$ cat src/rtl/sparse_operand_sequencer.sv
// sparse_operand_sequencer: streams NON_ZERO_WEIGHTS compressed (activation, weight) pairs into the PE and captures its result
//
// Optional build macro: SEQ_RELU_EN (fused ReLU on the captured result).
//
// Ports:
//   clk, rst            clock (rising edge), synchronous active-low reset
//   i_start             one-cycle request, sampled only in IDLE
//   i_act_base          activation window base address, latched on start
//   i_wgt_base          first weight-entry address, latched on start
//   o_busy              high from the cycle after an accepted start until done
//   o_done              one-cycle pulse together with o_result_valid
//   o_w_rd_en/addr      weight-memory read port, i_w_rd_data = {offset, weight} one cycle later
//   o_a_rd_en/addr      activation-memory read port, i_a_rd_data one cycle later
//   o_pe_activation     activation to the PE (0 when o_pe_valid is low)
//   o_pe_weight         weight to the PE (0 when o_pe_valid is low)
//   o_pe_valid          the pair on o_pe_* is a real term
//   i_pe_out            PE accumulated result
//   o_result            captured result, held until the next capture
//   o_result_valid      one-cycle pulse when o_result updates
module sparse_operand_sequencer #(
    parameter int NON_ZERO_WEIGHTS = 27,
    parameter int BIT_SIZE         = 16,
    parameter int OFFSET_BITS      = 8,
    parameter int ADDR_BITS        = 16,
    parameter int PE_LATENCY       = 4
) (
    input  logic                            clk,
    input  logic                            rst,
    input  logic                            i_start,
    input  logic [ADDR_BITS-1:0]            i_act_base,
    input  logic [ADDR_BITS-1:0]            i_wgt_base,
    output logic                            o_busy,
    output logic                            o_done,
    output logic                            o_w_rd_en,
    output logic [ADDR_BITS-1:0]            o_w_rd_addr,
    input  logic [BIT_SIZE+OFFSET_BITS-1:0] i_w_rd_data,
    output logic                            o_a_rd_en,
    output logic [ADDR_BITS-1:0]            o_a_rd_addr,
    input  logic [BIT_SIZE-1:0]             i_a_rd_data,
    output logic [BIT_SIZE-1:0]             o_pe_activation,
    output logic [BIT_SIZE-1:0]             o_pe_weight,
    output logic                            o_pe_valid,
    input  logic [BIT_SIZE-1:0]             i_pe_out,
    output logic [BIT_SIZE-1:0]             o_result,
    output logic                            o_result_valid
);
    localparam logic [1:0] S_IDLE  = 2'd0;
    localparam logic [1:0] S_ISSUE = 2'd1;
    localparam logic [1:0] S_DRAIN = 2'd2;
    localparam logic [1:0] S_WAIT  = 2'd3;
    localparam int CW = $clog2(NON_ZERO_WEIGHTS + PE_LATENCY + 3);

    logic [1:0]             r_state;
    logic [CW-1:0]          r_cnt;
    logic [ADDR_BITS-1:0]   r_act_base;
    logic                   r_w_rd_en;
    logic [ADDR_BITS-1:0]   r_w_rd_addr;
    logic                   r_wv;
    logic                   r_av;
    logic [BIT_SIZE-1:0]    r_wgt;
    logic                   r_pe_valid;
    logic [BIT_SIZE-1:0]    r_pe_act;
    logic [BIT_SIZE-1:0]    r_pe_wgt;
    logic [BIT_SIZE-1:0]    r_result;
    logic                   r_done;
    logic [OFFSET_BITS-1:0] w_offset;
    logic [BIT_SIZE-1:0]    w_capture;

    assign w_offset = i_w_rd_data[BIT_SIZE+OFFSET_BITS-1:BIT_SIZE];

`ifdef SEQ_RELU_EN
    assign w_capture = i_pe_out[BIT_SIZE-1] ? '0 : i_pe_out;
`else
    assign w_capture = i_pe_out;
`endif

    // r_wv marks the cycle a weight entry is on i_w_rd_data, so the gather read is issued straight from it
    assign o_a_rd_en       = r_wv;
    assign o_a_rd_addr     = r_wv ? r_act_base + ADDR_BITS'(w_offset) : '0;
    assign o_busy          = r_state != S_IDLE;
    assign o_done          = r_done;
    assign o_result_valid  = r_done;
    assign o_result        = r_result;
    assign o_w_rd_en       = r_w_rd_en;
    assign o_w_rd_addr     = r_w_rd_addr;
    assign o_pe_activation = r_pe_act;
    assign o_pe_weight     = r_pe_wgt;
    assign o_pe_valid      = r_pe_valid;

    always_ff @(posedge clk) begin
        if (!rst) begin
            r_state     <= S_IDLE;
            r_cnt       <= '0;
            r_act_base  <= '0;
            r_w_rd_en   <= 1'b0;
            r_w_rd_addr <= '0;
            r_wv        <= 1'b0;
            r_av        <= 1'b0;
            r_wgt       <= '0;
            r_pe_valid  <= 1'b0;
            r_pe_act    <= '0;
            r_pe_wgt    <= '0;
            r_result    <= '0;
            r_done      <= 1'b0;
        end else begin
            r_done     <= 1'b0;
            r_wv       <= r_w_rd_en;
            r_av       <= r_wv;
            r_wgt      <= r_wv ? i_w_rd_data[BIT_SIZE-1:0] : '0;
            // weight is delayed one stage so it meets its gathered activation on the PE inputs
            r_pe_valid <= r_av;
            r_pe_act   <= r_av ? i_a_rd_data : '0;
            r_pe_wgt   <= r_av ? r_wgt : '0;
            case (r_state)
                S_IDLE: begin
                    // a start coinciding with the done pulse is dropped
                    if (i_start && !r_done) begin
                        r_state     <= S_ISSUE;
                        r_act_base  <= i_act_base;
                        r_w_rd_addr <= i_wgt_base;
                        r_w_rd_en   <= 1'b1;
                        r_cnt       <= '0;
                    end
                end
                S_ISSUE: begin
                    if (r_cnt == CW'(NON_ZERO_WEIGHTS - 1)) begin
                        r_state     <= S_DRAIN;
                        r_w_rd_en   <= 1'b0;
                        r_w_rd_addr <= '0;
                        r_cnt       <= '0;
                    end else begin
                        r_cnt       <= r_cnt + CW'(1);
                        r_w_rd_addr <= r_w_rd_addr + ADDR_BITS'(1);
                    end
                end
                S_DRAIN: begin
                    r_state <= (r_cnt == CW'(2)) ? S_WAIT : S_DRAIN;
                    r_cnt   <= (r_cnt == CW'(2)) ? '0 : r_cnt + CW'(1);
                end
                default: begin
                    if (r_cnt == CW'(PE_LATENCY - 1)) begin
                        r_state  <= S_IDLE;
                        r_cnt    <= '0;
                        r_result <= w_capture;
                        r_done   <= 1'b1;
                    end else begin
                        r_cnt <= r_cnt + CW'(1);
                    end
                end
            endcase
        end
    end
endmodule

$ cat config.mk
export PLATFORM = sky130hd
export DESIGN_NAME = sparse_operand_sequencer
export DESIGN_NICKNAME = d
export VERILOG_FILES = /design/src/rtl/sparse_operand_sequencer.sv
export SDC_FILE = /design/constraint.sdc
export NUM_CORES = 1
export LEC_CHECK = 0
export CAP_MARGIN = 10
export CORE_MARGIN = 3
export CORE_UTILIZATION = 45
export DETAILED_ROUTE_END_ITERATION = 16
export GPL_TIMING_DRIVEN = 0
export PLACE_DENSITY = 0.81
export SYNTH_ARGS = -nofsm -noshare
export SYNTH_HDL_FRONTEND = slang
export SYNTH_SLANG_ARGS = --single-unit
export TNS_END_PERCENT = 5
$ cat constraint.sdc
create_clock -name clk -period 5.8 [get_ports clk]
set_input_delay 1.16 -clock clk [delete_from_list [all_inputs] [get_ports clk]]
set_output_delay 1.16 -clock clk [all_outputs]
set_load 0.02 [all_outputs]
Yosys cells after proc, flatten, opt, wreduce, memory -nomap -nowiden
Index checks and enable logic that the tools add are counted.
{"block": "totals", "input_bits": 91, "ff_bits": 109, "wordCells": 58}
{"block": "classes", "n_reduce_logical": 15, "bitwise": 2, "n_eq_ne": 7, "n_addsub": 3, "n_mux": 18}
{"operator": "16-bit 2-to-1 mux", "count": 3}
{"operator": "16-bit case mux with 2 select lines", "count": 1}
{"operator": "6-bit 2-to-1 mux", "count": 4}
{"operator": "6-bit case mux with 3 select lines", "count": 1}
{"operator": "16-bit by 1-bit adder with 16-bit output, second input constant", "count": 1}
{"operator": "16-bit by 8-bit adder with 16-bit output", "count": 1}
{"operator": "6-bit by 2-bit == test with 1-bit output, second input constant", "count": 2}
{"operator": "2-bit AND reduction", "count": 5}
{"operator": "6-bit by 1-bit adder with 6-bit output, second input constant", "count": 1}
{"operator": "6-bit by 5-bit == test with 1-bit output, second input constant", "count": 1}
{"operator": "2-bit 2-to-1 mux", "count": 3}
{"operator": "2-bit case mux with 3 select lines", "count": 1}
{"operator": "3-bit AND reduction", "count": 2}
{"operator": "1-bit 2-to-1 mux", "count": 4}
{"operator": "2-bit inequality test, second input constant", "count": 2}
{"operator": "2-bit nonzero test", "count": 2}
{"operator": "4-bit nonzero test", "count": 1}
{"operator": "4-bit OR reduction", "count": 1}
{"operator": "3-bit OR reduction", "count": 1}
{"operator": "2-bit by 1-bit == test with 1-bit output, second input constant", "count": 1}
{"operator": "2-bit == test, second input constant", "count": 1}
{"operator": "2-bit logical NOT", "count": 1}
{"operator": "1-bit NOT", "count": 2}
{"operator": "1-bit case mux with 2 select lines", "count": 1}
{"operator": "other kinds (2)", "count": 2}

Longest topological paths before layout
{"block": "depth", "word_depth": 4, "ltp_mapped": 9, "mapped_depth_nobuf": 8}

Worst setup path before layout
OpenSTA, ideal clock, no wires.
{"block": "synth_path", "path_kind": "input to output", "start": "input i_w_rd_data[16]", "end": "output o_a_rd_addr[14]", "stages": 8, "t_arrival_ps": 2957, "path_buffers": 0, "slack_ps": 1683, "cell_sequence": "ha_1 inv_1 fa_1 nor2b_1 o31a_1 o21ai_1 or3_1 a21oi_1"}
{"block": "synth_between", "elab_chain_cells": 2}
{"item": "from (decl)", "line": "36", "source": "input logic [BIT_SIZE+OFFSET_BITS-1:0] i_w_rd_data,"}
{"item": "16-bit by 8-bit adder with 16-bit output", "line": "79", "source": "assign o_a_rd_addr = r_wv ? r_act_base + ADDR_BITS'(w_offset) : '0;"}
{"item": "16-bit 2-to-1 mux", "line": "79"}
{"item": "to (decl)", "line": "38", "source": "output logic [ADDR_BITS-1:0] o_a_rd_addr,"}
Every way passes these cells.

Worst setup path after layout
Same ends and word-level chain as after synthesis.

==> flow_metrics.env <==
export IMPL_numCtsBuffers=9
export IMPL_synth_area_um2=4710
export IMPL_max_freq_mhz=191
export IMPL_rrSetupSlack_ps=3670
export IMPL_required_ps=4640
export IMPL_place_worst_setup_slack_ps=562
export IMPL_min_from="o_result[6]$_SDFFE_PN0P_"
export IMPL_synth_nets=646
export IMPL_clk_latency_ps=360
export IMPL_hold_viol=0
export IMPL_start_util_pct=47.1
export IMPL_slew_violations=0
export IMPL_synth_cell_types=59
export IMPL_ys_warn_count=0
export IMPL_cp_common_cell="clkdlybuf4s50_1"
export IMPL_cts_sinks=109
export IMPL_finalCritPeriodShare_pct=90.3
export IMPL_die_y_um=108
export IMPL_cp_max_fo=5
export IMPL_syn_area_per_cell_um2=8.75
export IMPL_tightestPinTransition_ps=563
export IMPL_leakagePower_nw=2.68
export IMPL_worstSetupPathType="in -> out"
export IMPL_postSynthCellCount=539
export IMPL_power_density_nw_per_um2=315
export IMPL_io_pin_count=177
export IMPL_drtPass1Iterations=5
export IMPL_cts_reportedPaths_clkPinSlew_ps=110
export IMPL_overflow=0
export IMPL_dp_hpwl_um=10400
export IMPL_area_growth_pct=44.7
export IMPL_arrival_ps=4080
export IMPL_placed_cell_area_um2=6640
export IMPL_viasPerCell=5.32
export IMPL_n_fill_cell=806
export IMPL_cts_max_level=3
export IMPL_grt_max_degree=20
export IMPL_drive_above_1_share_pct=4.66
export IMPL_routed_wl_um=13600
export IMPL_final_nets=833
export IMPL_path_cells="clkdlybuf4s50_1 > ha_1 > inv_1 > fa_1 > nor2b_1 > o31a_1 > o21ai_1 > or3_1 > a21oi_1 > clkdlybuf4s50_1"
export IMPL_grt_pass1_wl_um=21300
export IMPL_wl_per_cell_um=15.8
export IMPL_grt_pass1_vias=4456
export IMPL_seq_area_frac_synth_pct=46.3
export IMPL_drv_cap=0
export IMPL_slowest_stage="clkdlybuf4s50_1"
export IMPL_min_to="o_result[6]$_SDFFE_PN0P_"
export IMPL_grt_use_total_pct=22.5
export IMPL_startpoint_type="primary input"
export IMPL_status="finished, final reports clean"
export IMPL_antenna_found_initial=0
export IMPL_setup_tns_final_ps=0
export IMPL_hp_class="reg -> reg"
export IMPL_setup_ws_ps=564
export IMPL_rsz0062_at_grt="no"
export IMPL_cts_max_path_buffers=2
export IMPL_cts_tree="yes"
export IMPL_synth_edf_count=0
export IMPL_holdPathStages=2
export IMPL_r2r_start="r_state[0]$_SDFFE_PN0P_"
export IMPL_yosys_most_used_dff="dfxtp_1"
export IMPL_finalWeightedCongestion=0.914
export IMPL_postCtsHoldBufs=0
export IMPL_portBuffers=176
export IMPL_cts_root_buf="clkbuf_8"
export IMPL_setup_viol=0
export IMPL_r2r_cells=8
export IMPL_die_area_um2=11700
export IMPL_peakVddDrop_mv=0.208
export IMPL_slowest_delay_ps=620
export IMPL_drt_iter0_drc=211
export IMPL_post_route_util_pct=68.2
export IMPL_slew_headroom_pct=62.3
export IMPL_post_cts_buffers=0
export IMPL_vias=4592
export IMPL_coreArea_um2=10000
export IMPL_r2r_end="o_w_rd_addr[11]$_SDFFE_PN0P_"
export IMPL_fin_skew_ps=9.09
export IMPL_final_antenna_net_count=0
export IMPL_fp_row_count=36
export IMPL_final_area_um2=6820
export IMPL_remaining_drc_errors=0
export IMPL_period_needed_ps=5240
export IMPL_die_w_um=108
export IMPL_ys_ff_latch=109
export IMPL_cp_end_kind="primary output"
export IMPL_diodes=0
export IMPL_finalPower_w=0.00215
export IMPL_ctsResizeCount=0
export IMPL_synthArstFlopShare_pct=0
## placed cells by master, fill, tap and decap left out, drive strengths merged, types with 7 or more instances in the layout
| cell | netlist | final |
|---|---|---|
| clkdlybuf4s50 | 0 | 176 |
| dfxtp | 109 | 109 |
| nand2 | 88 | 88 |
| and3 | 55 | 55 |
| a21boi | 34 | 34 |
| clkbuf | 20 | 29 |
| nor2 | 24 | 24 |
| o21ai | 24 | 24 |
| a21oi | 22 | 22 |
| nand3 | 16 | 16 |
| ha | 15 | 15 |
| inv | 13 | 15 |
| buf | 13 | 13 |
| nand4 | 9 | 9 |
| nor3 | 9 | 9 |
| nor2b | 7 | 7 |
## logic make-up (layout without fill, tap and decap cells)
logic type	after synthesis	after routing	share of synthesized area, %
multiplexers	1	1	0.212
AO/OA/AOI/OAI	128	128	18.7
flip-flops	109	109	46.3
adder cells (fa/ha/maj)	16	16	4.41
AND/OR/NAND/NOR	231	231	24.9
XOR/XNOR	8	8	1.49
buffers and inverters	46	237	4.06
## Yosys cell counts (10+ instances only)
master,instances,share of area [%]
a21oi_1,22,2.3
inv_1,13,1.0
nand3_1,15,1.6
ha_1,15,4.0
dfxtp_1,109,46
a21boi_0,24,3.8
and3_1,55,7.3
nor2_1,23,1.8
clkbuf_1,20,1.6
nand2_1,88,7.0
o21ai_0,21,2.2
a21boi_1,10,1.6
## per-stage QoR
stage / hold slack (ps) / cells
floorplan: 444 / 539
global placement: 441 / 848
detailed placement: 445 / 848
CTS: 459 / 863
global route: 481 / 863
finish: 456 / 863
## worst max-delay path: cells and delay by family
kind / cells / cell delay [ps]
AOI/OAI and AO/OA: 3 / 600
and+or+nand+nor: 2 / 610
adders and majority gates: 2 / 570
buffers and inverters: 3 / 1140
## metal layers
| metal | wire length [um] | vias to the layer above | global-route usage, % |
|---|---|---|---|
| met5 | 0 | - | 0 |
| met4 | 255 | 0 | 7.30 |
| met3 | 1100 | 22 | 4.72 |
| met2 | 6440 | 193 | 38.7 |
| met1 | 5810 | 2098 | 28.3 |
| li1 | - | 2279 | - |
## registers in the layout, summed over array words and instances, names as in the netlist
signal and flops:
o_a_rd_en 1, r_wgt 16, o_pe_activation 16, o_w_rd_addr 16
r_cnt 6, o_result 16, o_w_rd_en 1, r_act_base 16
o_pe_valid 1, r_state 2, r_av 1, o_pe_weight 16
o_done 1
## power breakdown
part / internal (W) / leakage (nW) / switching (W)
Clock: 0.000163 / 0.0893 / 0.000270
Sequential: 0.000825 / 0.885 / 0.0000845
Combinational: 0.000341 / 1.71 / 0.000469
## worst max path at each step
stage,from,to,cells past startpoint
after detailed placement,i_w_rd_data[16],o_a_rd_addr[14],10
after CTS,i_w_rd_data[16],o_a_rd_addr[14],10
after floorplan,i_w_rd_data[16],o_a_rd_addr[14],8
final,i_w_rd_data[16],o_a_rd_addr[14],10
after global placement,i_w_rd_data[16],o_a_rd_addr[14],10
after global routing,i_w_rd_data[16],o_a_rd_addr[14],10
## area by class of cell
type | instances | area [um^2] | area share, %
Multi-Input combinational cell | 384 | 2340 | 34.3
Sequential cell | 109 | 2180 | 32.0
Timing Repair Buffer | 176 | 1760 | 25.8
Tap cell | 133 | 166 | 2.44
Buffer | 33 | 143 | 2.09
Clock buffer | 9 | 124 | 1.82
Clock inverter | 6 | 56.3 | 0.825
Inverter | 13 | 48.8 | 0.715
Note: power is estimated with default switching activity, not from simulation.
